$ cat config.mk
export PLATFORM = sky130hd
export DESIGN_NAME = hpc3_and_arbiter
export DESIGN_NICKNAME = d
export VERILOG_FILES = /design/src/rtl/hpc3_and_arb_pkg.sv /design/src/rtl/hpc3_and_module.sv /design/src/rtl/hpc3_and_rr_pick.sv /design/src/rtl/hpc3_and_arbiter.sv
export SDC_FILE = /design/constraint.sdc
export NUM_CORES = 1
export LEC_CHECK = 0
export ABC_AREA = 1
export CAP_MARGIN = 20
export CORE_UTILIZATION = 30
export DETAILED_ROUTE_END_ITERATION = 6
export SLEW_MARGIN = 25
export SYNTH_ARGS = -nofsm -noshare
export SYNTH_HDL_FRONTEND = slang
export SYNTH_SLANG_ARGS = --single-unit
$ cat constraint.sdc
create_clock -name clk -period 3.7 [get_ports clk]
set_input_delay 0.925 -clock clk [delete_from_list [all_inputs] [get_ports clk]]
set_output_delay 0.925 -clock clk [all_outputs]
set_load 0.05 [all_outputs]
$ cat src/rtl/hpc3_and_arb_pkg.sv
// Shared definitions for the HPC3 AND arbiter: id width helper and requester limits.
package hpc3_and_arb_pkg;

    localparam int unsigned MAX_NREQ = 16;

    // Requester id width; never narrower than one bit.
    function automatic int unsigned idw(input int unsigned n);
        return (n > 1) ? $clog2(n) : 1;
    endfunction

endpackage

$ cat src/rtl/hpc3_and_module.sv
// One-bit first-order HPC3 masked AND gadget: one register stage, combinational output compression.
module hpc3_and_module (
    input  logic clk,
    input  logic x0,
    input  logic x1,
    input  logic y0,
    input  logic y1,
    input  logic a,
    input  logic b,
    output logic z0,
    output logic z1
);

    logic t00_q, t11_q, v01_q, w01_q, v10_q, w10_q;

    // Cross terms: v^w = x_i*y_j ^ a, with b blinding each register individually.
    always_ff @(posedge clk) begin
        t00_q <= x0 & y0;
        t11_q <= x1 & y1;
        v01_q <= (x0 & (y1 ^ a)) ^ b;
        w01_q <= (~x0 & a) ^ b;
        v10_q <= (x1 & (y0 ^ a)) ^ b;
        w10_q <= (~x1 & a) ^ b;
    end

    assign z0 = t00_q ^ v01_q ^ w01_q;
    assign z1 = t11_q ^ v10_q ^ w10_q;

endmodule

$ cat src/rtl/hpc3_and_rr_pick.sv
// Rotating-priority picker: first set request at or after ptr (mod NREQ), one-hot plus index.
module hpc3_and_rr_pick
    import hpc3_and_arb_pkg::*;
#(
    parameter int unsigned NREQ = 4,
    localparam int unsigned IDW = idw(NREQ)
) (
    input  logic [NREQ-1:0] req,
    input  logic [IDW-1:0]  ptr,
    output logic [NREQ-1:0] grant,
    output logic [IDW-1:0]  idx,
    output logic            found
);

    logic [2*NREQ-1:0] dbl;
    logic [NREQ-1:0]   rot;
    int unsigned       off;
    int unsigned       sum;

    assign dbl = {req, req};
    assign rot = NREQ'(dbl >> ptr);

    always_comb begin
        found = 1'b0;
        off   = 0;
        for (int unsigned k = 0; k < NREQ; k++) begin
            if (rot[k] && !found) begin
                found = 1'b1;
                off   = k;
            end
        end
        sum = 32'(ptr) + off;
        if (sum >= NREQ) begin
            sum = sum - NREQ;
        end
        idx = IDW'(sum);
        grant = '0;
        for (int unsigned i = 0; i < NREQ; i++) begin
            grant[i] = found && (idx == IDW'(i));
        end
    end

endmodule

$ cat src/rtl/hpc3_and_arbiter.sv
// Round-robin arbiter sharing WIDTH bit-sliced HPC3 AND gadgets among NREQ requesters.
// Optional HPC3_ARB_ZERO_IDLE_EN: zero gadget inputs when idle and clear vacated result entries.
module hpc3_and_arbiter
    import hpc3_and_arb_pkg::*;
#(
    parameter int unsigned NREQ      = 4,
    parameter int unsigned WIDTH     = 8,
    parameter int unsigned OUT_DEPTH = 2,
    localparam int unsigned IDW      = idw(NREQ)
) (
    input  logic                  clk,
    input  logic                  rst_n,
    input  logic [NREQ-1:0]       req_valid,
    output logic [NREQ-1:0]       req_ready,
    input  logic [NREQ*WIDTH-1:0] req_x0,
    input  logic [NREQ*WIDTH-1:0] req_x1,
    input  logic [NREQ*WIDTH-1:0] req_y0,
    input  logic [NREQ*WIDTH-1:0] req_y1,
    input  logic                  rnd_valid,
    output logic                  rnd_ready,
    input  logic [WIDTH-1:0]      rnd_a,
    input  logic [WIDTH-1:0]      rnd_b,
    output logic                  res_valid,
    input  logic                  res_ready,
    output logic [IDW-1:0]        res_id,
    output logic [WIDTH-1:0]      res_z0,
    output logic [WIDTH-1:0]      res_z1,
    output logic                  busy
);

    localparam int unsigned CW = $clog2(OUT_DEPTH + 1);

    typedef struct packed {
        logic [IDW-1:0]   id;
        logic [WIDTH-1:0] z0;
        logic [WIDTH-1:0] z1;
    } entry_t;

    logic            run_q;
    logic [IDW-1:0]  ptr_q, ptr_nxt;
    logic            s1_valid_q;
    logic [IDW-1:0]  s1_id_q;
    logic [CW-1:0]   count_q, count_d, wr_idx;
    entry_t          mem_q [OUT_DEPTH];
    entry_t          mem_d [OUT_DEPTH];
    entry_t          s1_entry;

    logic [NREQ-1:0]  grant;
    logic [IDW-1:0]   grant_idx, sel;
    logic             any_req, credit_ok, issue, pop;
    logic [WIDTH-1:0] op_x0, op_x1, op_y0, op_y1;
    logic [WIDTH-1:0] g_x0, g_x1, g_y0, g_y1, g_a, g_b;
    logic [WIDTH-1:0] s1_z0, s1_z1;

    hpc3_and_rr_pick #(
        .NREQ(NREQ)
    ) u_pick (
        .req  (req_valid),
        .ptr  (ptr_q),
        .grant(grant),
        .idx  (grant_idx),
        .found(any_req)
    );

    assign res_valid = (count_q != '0);
    assign pop       = res_valid & res_ready;
    // A head leaving this cycle frees its slot before the new op reaches the FIFO.
    assign credit_ok = (32'(count_q) + 32'(s1_valid_q)) < (OUT_DEPTH + 32'(pop));
    assign issue     = rst_n & run_q & any_req & rnd_valid & credit_ok;
    assign req_ready = {NREQ{issue}} & grant;
    assign rnd_ready = issue;
    assign busy      = s1_valid_q | res_valid;
    assign ptr_nxt   = (grant_idx == IDW'(NREQ - 1)) ? '0 : grant_idx + IDW'(1);

`ifdef HPC3_ARB_ZERO_IDLE_EN
    assign sel  = grant_idx;
    assign g_x0 = op_x0 & {WIDTH{issue}};
    assign g_x1 = op_x1 & {WIDTH{issue}};
    assign g_y0 = op_y0 & {WIDTH{issue}};
    assign g_y1 = op_y1 & {WIDTH{issue}};
    assign g_a  = rnd_a & {WIDTH{issue}};
    assign g_b  = rnd_b & {WIDTH{issue}};
`else
    logic [IDW-1:0] last_q;

    // Idle cycles keep the last granted requester on the mux to avoid needless toggling.
    always_ff @(posedge clk) begin
        if (!rst_n) begin
            last_q <= '0;
        end else if (issue) begin
            last_q <= grant_idx;
        end
    end

    assign sel  = issue ? grant_idx : last_q;
    assign g_x0 = op_x0;
    assign g_x1 = op_x1;
    assign g_y0 = op_y0;
    assign g_y1 = op_y1;
    assign g_a  = rnd_a;
    assign g_b  = rnd_b;
`endif

    always_comb begin
        op_x0 = '0;
        op_x1 = '0;
        op_y0 = '0;
        op_y1 = '0;
        for (int unsigned i = 0; i < NREQ; i++) begin
            if (sel == IDW'(i)) begin
                op_x0 = req_x0[i*WIDTH +: WIDTH];
                op_x1 = req_x1[i*WIDTH +: WIDTH];
                op_y0 = req_y0[i*WIDTH +: WIDTH];
                op_y1 = req_y1[i*WIDTH +: WIDTH];
            end
        end
    end

    for (genvar b = 0; b < WIDTH; b++) begin : g_gadget
        hpc3_and_module u_and (
            .clk(clk),
            .x0 (g_x0[b]),
            .x1 (g_x1[b]),
            .y0 (g_y0[b]),
            .y1 (g_y1[b]),
            .a  (g_a[b]),
            .b  (g_b[b]),
            .z0 (s1_z0[b]),
            .z1 (s1_z1[b])
        );
    end

    assign s1_entry = '{id: s1_id_q, z0: s1_z0, z1: s1_z1};

    // Shift-register FIFO: slot 0 is always the head, so outputs come straight from flops.
    always_comb begin
        for (int unsigned i = 0; i < OUT_DEPTH; i++) begin
            mem_d[i] = mem_q[i];
        end
        wr_idx = count_q - CW'(pop);
        if (pop) begin
            for (int unsigned i = 0; i + 1 < OUT_DEPTH; i++) begin
                mem_d[i] = mem_q[i+1];
            end
`ifdef HPC3_ARB_ZERO_IDLE_EN
            mem_d[OUT_DEPTH-1] = '0;
`endif
        end
        if (s1_valid_q) begin
            for (int unsigned i = 0; i < OUT_DEPTH; i++) begin
                if (wr_idx == CW'(i)) begin
                    mem_d[i] = s1_entry;
                end
            end
        end
        count_d = count_q + CW'(s1_valid_q) - CW'(pop);
    end

    always_ff @(posedge clk) begin
        if (!rst_n) begin
            run_q      <= 1'b0;
            ptr_q      <= '0;
            s1_valid_q <= 1'b0;
            s1_id_q    <= '0;
            count_q    <= '0;
            for (int unsigned i = 0; i < OUT_DEPTH; i++) begin
                mem_q[i] <= '0;
            end
        end else begin
            run_q      <= 1'b1;
            s1_valid_q <= issue;
            if (issue) begin
                s1_id_q <= grant_idx;
                ptr_q   <= ptr_nxt;
            end
            count_q <= count_d;
            for (int unsigned i = 0; i < OUT_DEPTH; i++) begin
                mem_q[i] <= mem_d[i];
            end
        end
    end

    assign res_id = mem_q[0].id;
    assign res_z0 = mem_q[0].z0;
    assign res_z1 = mem_q[0].z1;

endmodule
=== Word-level counts from Yosys, hierarchy flattened ===
Memories as Yosys holds them, arrays and structs flattened.
Index checks and enable logic that the tools add are counted.
W data, S select, Z words.

* Memories kept: 1
* Memory bits (writable): 36
* Word-level logic and storage cells: 274
* Output and inout bits: 25
* Input port bits: 152
* Register bits after elaboration: 58

{| class="wikitable"
|+ Memory list
! name !! words !! width !! rd ports !! clocked after Yosys merged registers in !! write ports !! line !! RTL
|-
| mem_q || 2 || 18 || 2 || 0 || 2 || hpc3_and_arbiter.sv:44 || <nowiki>entry_t mem_q [OUT_DEPTH];</nowiki>
|}

* Reduce and logical (&&, ||, !) cells: 14
* Eq/ne operators: 7
* Add/sub/neg operators: 8
* Shift operators: 1
* Magnitude comparators: 2
* Bitwise gates (word level): 153
* Multiplexer cells: 34

{| class="wikitable"
|+ Operator list
! kind !! count
|-
| $mux W8 || 16
|-
| $mux W18 || 5
|-
| $xor A1 B1 Y1 || 80
|-
| $and A1 B1 Y1 || 53
|-
| $mux W36 || 1
|-
| $not A1 Y1 || 16
|-
| $mux W2 || 5
|-
| $eq A2 B2 Y1 const B || 4
|-
| $shr A8 B2 Y4 || 1
|-
| $logic_and A1 B1 Y1 || 7
|-
| $mux W1 || 7
|-
| $eq A2 B1 Y1 const B || 3
|-
| $logic_not A2 Y1 || 3
|-
| $and A4 B4 Y4 || 1
|-
| $sub A2 B1 Y2 || 2
|-
| $add A2 B1 Y3 || 1
|-
| $add A2 B1 Y3 const A || 1
|-
| $add A2 B2 Y3 || 1
|-
| $ge A3 B3 Y1 const B || 1
|-
| $logic_not A1 Y1 || 3
|-
| $lt A3 B3 Y1 || 1
|-
| $or A1 B1 Y1 || 3
|-
| $add A2 B1 Y2 || 1
|-
| $add A2 B1 Y2 const B || 1
|-
| other kinds (2) || 2
|}

=== Logic depth before layout (Yosys ltp) ===
* Depth in word-level cells: 23
* Gate-level depth with buffers: 21
* Gate-level depth less buffers: 21

=== Cells and area by module ===
Synthesis repeated with hierarchy kept, for this count alone.

* Cells, all modules: 904
* Area, all modules: 5830.6 µm²

{| class="wikitable"
|+ By module, submodules not included
! module !! instances !! area each (µm²) !! cells each !! seq. area each (µm²)
|-
| hpc3_and_arbiter || 1 || 3195.6 || 477 || 920.9
|-
| hpc3_and_module || 8 || 302.8 || 48 || 120.1
|-
| hpc3_and_rr_pick || 1 || 212.7 || 43 || 0.0
|}

=== Worst setup path after synthesis ===
Ideal clock, no wire load.

* Kind: input to output
* Start point: input req_valid[1]
* End point: output req_ready[1]
* Path buffers: 0
* Cell stages on the path: 14
* Required time: 2.775 ns
* Path slack: -0.094 ns
* Arrival time: 2.869 ns
* Cells stage by stage: nand2_1 -> nand3_1 -> nand2_1 -> nand3_1 -> a21boi_0 -> ha_1 -> xor2_1 -> inv_1 -> nand3_1 -> nand2_4 -> inv_1 -> ha_1 -> inv_1 -> nor2_1

* Longest elaborated chain between the ends: 17
* Elaborated cells on any way between the ends: 24
* Classes of those cells: 2 x add/sub; 1 x order compare; 1 x eq/ne; 1 x shift; 8 x mux; 4 x bitwise; 7 x reduce/logical

{| class="wikitable"
|+ Ends and longest elaborated chain
! what !! line !! RTL
|-
| start: declaration || hpc3_and_arbiter.sv:13 || <nowiki>input logic [NREQ-1:0] req_valid,</nowiki>
|-
| $shr A8 B2 Y4 (*) || hpc3_and_rr_pick.sv:21 || <nowiki>assign rot = NREQ'(dbl >> ptr);</nowiki>
|-
| $mux W1 || hpc3_and_rr_pick.sv:27 || <nowiki>if (rot[k] && !found) begin</nowiki>
|-
| $logic_not A1 Y1 || hpc3_and_rr_pick.sv:27 ||
|-
| $logic_and A1 B1 Y1 || hpc3_and_rr_pick.sv:27 ||
|-
| $mux W1 || hpc3_and_rr_pick.sv:27 ||
|-
| $logic_not A1 Y1 || hpc3_and_rr_pick.sv:27 ||
|-
| $logic_and A1 B1 Y1 || hpc3_and_rr_pick.sv:27 ||
|-
| $mux W1 || hpc3_and_rr_pick.sv:27 ||
|-
| [... 2 more ...] || -- ||
|-
| $mux W2 (*) || hpc3_and_rr_pick.sv:27 ||
|-
| $add A2 B2 Y3 (*) || hpc3_and_rr_pick.sv:32 || <nowiki>sum = 32'(ptr) + off;</nowiki>
|-
| $ge A3 B3 Y1 or $sub A2 B1 Y2 (tied branches) || hpc3_and_rr_pick.sv:33, hpc3_and_rr_pick.sv:34 ||
|-
| $mux W2 (*) || hpc3_and_rr_pick.sv:33 || <nowiki>if (sum >= NREQ) begin</nowiki>
|-
| via grant_idx[1] || hpc3_and_arbiter.sv:49 || <nowiki>logic [IDW-1:0] grant_idx, sel;</nowiki>
|-
| $eq A2 B1 Y1 (*) || hpc3_and_rr_pick.sv:39 || <nowiki>grant[i] = found && (idx == IDW'(i));</nowiki>
|-
| $logic_and A1 B1 Y1 (*) || hpc3_and_rr_pick.sv:39 ||
|-
| $and A4 B4 Y4 (*) || hpc3_and_arbiter.sv:70 || <nowiki>assign req_ready = {NREQ{issue}} & grant;</nowiki>
|-
| end: declaration || hpc3_and_arbiter.sv:14 || <nowiki>output logic [NREQ-1:0] req_ready,</nowiki>
|}

Mark *: on every way through the listed nets, which the timed path passes. The rest lies on a longest branch.

=== Final worst setup path ===
* Start point: input req_valid[0]
* End point: output req_ready[0]

* Longest elaborated chain between the ends: 17
* Elaborated cells on any way between the ends: 24
* Classes of those cells: 2 x add/sub; 1 x order compare; 1 x shift; 8 x mux; 4 x bitwise; 8 x reduce/logical

{| class="wikitable"
|+ Ends and longest elaborated chain
! what !! line
|-
| $shr A8 B2 Y4 (*) || hpc3_and_rr_pick.sv:21
|-
| $mux W1 || hpc3_and_rr_pick.sv:27
|-
| $logic_not A1 Y1 || hpc3_and_rr_pick.sv:27
|-
| $logic_and A1 B1 Y1 || hpc3_and_rr_pick.sv:27
|-
| $mux W1 || hpc3_and_rr_pick.sv:27
|-
| $logic_not A1 Y1 || hpc3_and_rr_pick.sv:27
|-
| $logic_and A1 B1 Y1 || hpc3_and_rr_pick.sv:27
|-
| $mux W1 || hpc3_and_rr_pick.sv:27
|-
| [... 2 more ...] || --
|-
| $mux W2 (*) || hpc3_and_rr_pick.sv:27
|-
| $add A2 B2 Y3 (*) || hpc3_and_rr_pick.sv:32
|-
| $ge A3 B3 Y1 or $sub A2 B1 Y2 (tied branches) || hpc3_and_rr_pick.sv:33, hpc3_and_rr_pick.sv:34
|-
| $mux W2 (*) || hpc3_and_rr_pick.sv:33
|-
| via grant_idx[1] || hpc3_and_arbiter.sv:49
|-
| $logic_not A2 Y1 (*) || hpc3_and_rr_pick.sv:39
|-
| $logic_and A1 B1 Y1 (*) || hpc3_and_rr_pick.sv:39
|-
| $and A4 B4 Y4 (*) || hpc3_and_arbiter.sv:70
|}

Marks and branches as above.

==> key figures <==
Status
  • Outcome: finished with violations
  • Failing checks: design-rule violations

Job
  • Max Cap Violations: 0

Timing
  • TNS Setup: 0 ns
  • Count of pins over their slew limit: 0
  • Setup violators final: 0
  • Final Hold Fails: 0
  • Slew headroom: 63.75%
  • Fin crit period: 3.562 ns
  • Worst Tran Pin Value: 0.5420 ns
  • Skew final: 0.007369 ns
  • Tcrit/Tclk final: 96.26%
  • Setup ws final: 0.1385 ns
  • Fmax: 280.8 MHz

Synth
  • Main synth FF type: dfxtp_1
  • Synth top area cells: dfxtp_1 (33%), nand2_1 (11%), nand3_1 (11%)
  • Post-synthesis sequential area ratio: 33.40%
  • Most instantiated cells after synthesis: nand2_1 (168), nand3_1 (125), inv_1 (102), dfxtp_1 (94), o21ai_0 (62)
  • Register bit count reported by yosys: 94
  • Syn_nets: 966
  • Yosys cell types: 33
  • Synth top area share: 33.40%
  • Post-Syn Area: 5634 sq um
  • Synth Area per Inst: 6.999 sq um
  • Cells after synthesis: 805
  • Async set-reset flop share out of synthesis: 0%
  • Post-synth top area cell: dfxtp_1
  • Number of synthesized flops with an enable pin: 0
  • Ys Warns: 0
  • Count leader, synth: nand2_1

Worst setup path
  • Worst R2R Start: ptr_q[0]$_SDFFE_PN0P_
  • Critical path fanouts, max: 4
  • R2R depth: 19
  • Critical path's most frequent cell: nand3_2
  • CP Cell Sequence: clkbuf_2, nand2_2, nand3_2, nand2_2, nand3_2, a21boi_2, ha_2, xor2_2, inv_1, nand3_2, nand2_4, inv_2, ha_2, inv_1, nor2_2, buf_12
  • FF-to-FF End: g_gadget[7].u_and.v10_q$_DFF_P_
  • CP Buf/Inv Count: 5
  • Slowest-stage cell, CP: ha_2
  • CP required: 2.77 ns
  • WP data arrival: 2.64 ns
  • CP Class: in2out
  • Element type at the critical path end: primary output
  • Largest stage delay, worst path: 0.21 ns
  • Startpoint class of the critical path: input port
  • Reg-to-reg slack, setup: 0.66 ns
  • Crit-path leading delay family: simple AND/OR/NAND/NOR gates

Global routing
  • GR Overflow Total: 0
  • Vias in the first global route: 5316
  • First-pass GRT wire length: 26400 um
  • Largest net degree at the start of global routing: 42
  • Initial antenna violation count: 1
  • Total track usage: 17.35%

Floorplanning
  • CORE AREA: 18210 sq um
  • Die width: 139.0 um
  • Initial core utilization: 30.94%
  • # IOs: 177
  • Die Height: 139.0 um
  • DIE AREA: 19330 sq um
  • Row count: 49

Drt
  • Initial DRC count: 189
  • Vias: 5624
  • Post-Route WL: 16270 um
  • Vias per Instance: 4.625
  • Drc violations: 4
  • Antenna-violating nets left: 0
  • First-pass iteration count of the detailed router: 7
  • Post-DR wirelength/cell: 13.38 um

Final layout
  • Reg area: 1882 sq um
  • Area of the multi-input gates: 3102 sq um
  • Ratio of cells with drive above 1 in the final layout: 12.47%
  • Area delta synth->final: 44.53%
  • # fillers: 1833
  • NumNets Final: 1142

Power
  • VDD IR max: 0.2183 mV
  • P per Cell Area: 542.9 nW/um^2
  • Leak Pwr: 3.624 nW

Worst hold path
  • HP Class: reg2reg
  • Hold Path Sink: mem_q[0][20]$_SDFFE_PN0P_
  • HP Start: mem_q[0][20]$_SDFFE_PN0P_
  • Worst Hold Path Cells: 2

Placement
  • Pre-CTS setup slack: -0.3749 ns
  • PortBufs: 176
  • RD Place Congestion: 0.8869
  • DP HPWL: 12970 um

Clocking
  • CTS tree: yes
  • Bufs on Longest Clock Path: 2
  • Clk_lat worst skew: 0.34 ns
  • CTS sink cnt: 94
  • CTS clk-pin slew, worst paths: 0.06 ns
  • Clock Root Buffer: clkbuf_16
  • CTS Hold Bufs: 0
  • H-tree Lvls: 3
  • Total CTS buffers: 9
power by group:
group | switching (W) | internal (W) | total, W
clock network | 0.000384 | 0.000563 | 0.000947
logic | 0.00129 | 0.000842 | 0.00213
registers | 0.000108 | 0.00124 | 0.00135
through the flow:
stage | area (sq um) | cells | util, % | total power, W | hold WS, ns
2_1_floorplan | 5639 | 805 | - | 0.002748 | 0.4245
3_3_place_gp | 7765 | 1197 | 42.64 | 0.003441 | 0.4347
3_5_place_dp | 7765 | 1197 | 42.64 | 0.003467 | 0.4374
4_1_cts | 8118 | 1215 | 44.58 | 0.004452 | 0.4478
5_1_grt | 8143 | 1216 | 44.72 | 0.004755 | 0.4697
6_report | 8143 | 1216 | 44.72 | 0.004421 | 0.4450
metal layers:
layer / wire length, um / global-route usage [%] / up-vias
met5: 0 / 0 / -
met2: 7088 / 26.95 / 164
li1: - / - / 2958
met4: 499 / 8.304 / 0
met3: 1017 / 4.351 / 32
met1: 7668 / 22.43 / 2470
sequential cells by signal, summed over array words and instances (netlist names):
signal	flops
count_q	2
g_gadget.u_and.t00_q	8
g_gadget.u_and.t11_q	8
g_gadget.u_and.v01_q	8
g_gadget.u_and.v10_q	8
g_gadget.u_and.w01_q	8
g_gadget.u_and.w10_q	8
last_q	2
mem_q	36
ptr_q	2
run_q	1
s1_id_q	2
s1_valid_q	1
worst max path at each step:
stage | from | end | depth (start not counted)
after floorplan | req_valid[1] | req_ready[3] | 12
after global placement | req_valid[2] | req_ready[0] | 15
after detailed placement | req_valid[0] | req_ready[0] | 15
after CTS | req_valid[0] | req_ready[0] | 16
after global routing | ptr_q[0]$_SDFFE_PN0P_ | req_ready[0] | 16
final | req_valid[0] | req_ready[0] | 16
placed cells by master, fill, tap and decap left out, types with 4 or more instances in the layout:
cell	instances
ha_1	7
dfxtp_1	94
clkbuf_2	4
nand2_2	12
o21ai_0	62
inv_2	5
clkdlybuf4s50_1	167
or2_1	6
a21oi_1	40
nand4_2	16
nand3_1	119
clkbuf_16	9
nand3_2	6
nand4_1	23
nand2_1	161
nor2_1	27
buf_4	34
nor2_2	5
xor2_1	49
buf_12	10
inv_1	101
nand2_4	4
tightest hold or removal path: stages, from the launching register on:
cell and delay (ns):
dfxtp_1 0.30, inv_1 0.05, a21oi_1 0.05
final cells by class:
type	count	area share (%)
Multi-Input combinational cell	552	38.09
Timing Repair Buffer	215	26.37
Sequential cell	94	23.11
Inverter	109	5.055
Tap cell	229	3.519
Clock buffer	12	3.150
Clock inverter	4	0.6761
Antenna cell	1	0.03073
repair_timing:
| item | 4_1_cts | 5_1_grt |
|---|---|---|
| pin swaps | 11 | 6 |
| resized for setup | 15 | 18 |
| buffers inserted | 2 | 0 |
| endpoints found under the setup margin | 4 | 4 |
cells by family after synthesis:
logic type / Yosys count / share of synthesized area (%)
simple gates: 386 / 34.02
buf+inv: 159 / 12.95
compound gates: 107 / 9.860
flops: 94 / 33.40
xor+xnor: 50 / 7.773
fa+ha+maj: 9 / 1.999
(Power assumes the default switching activity.)
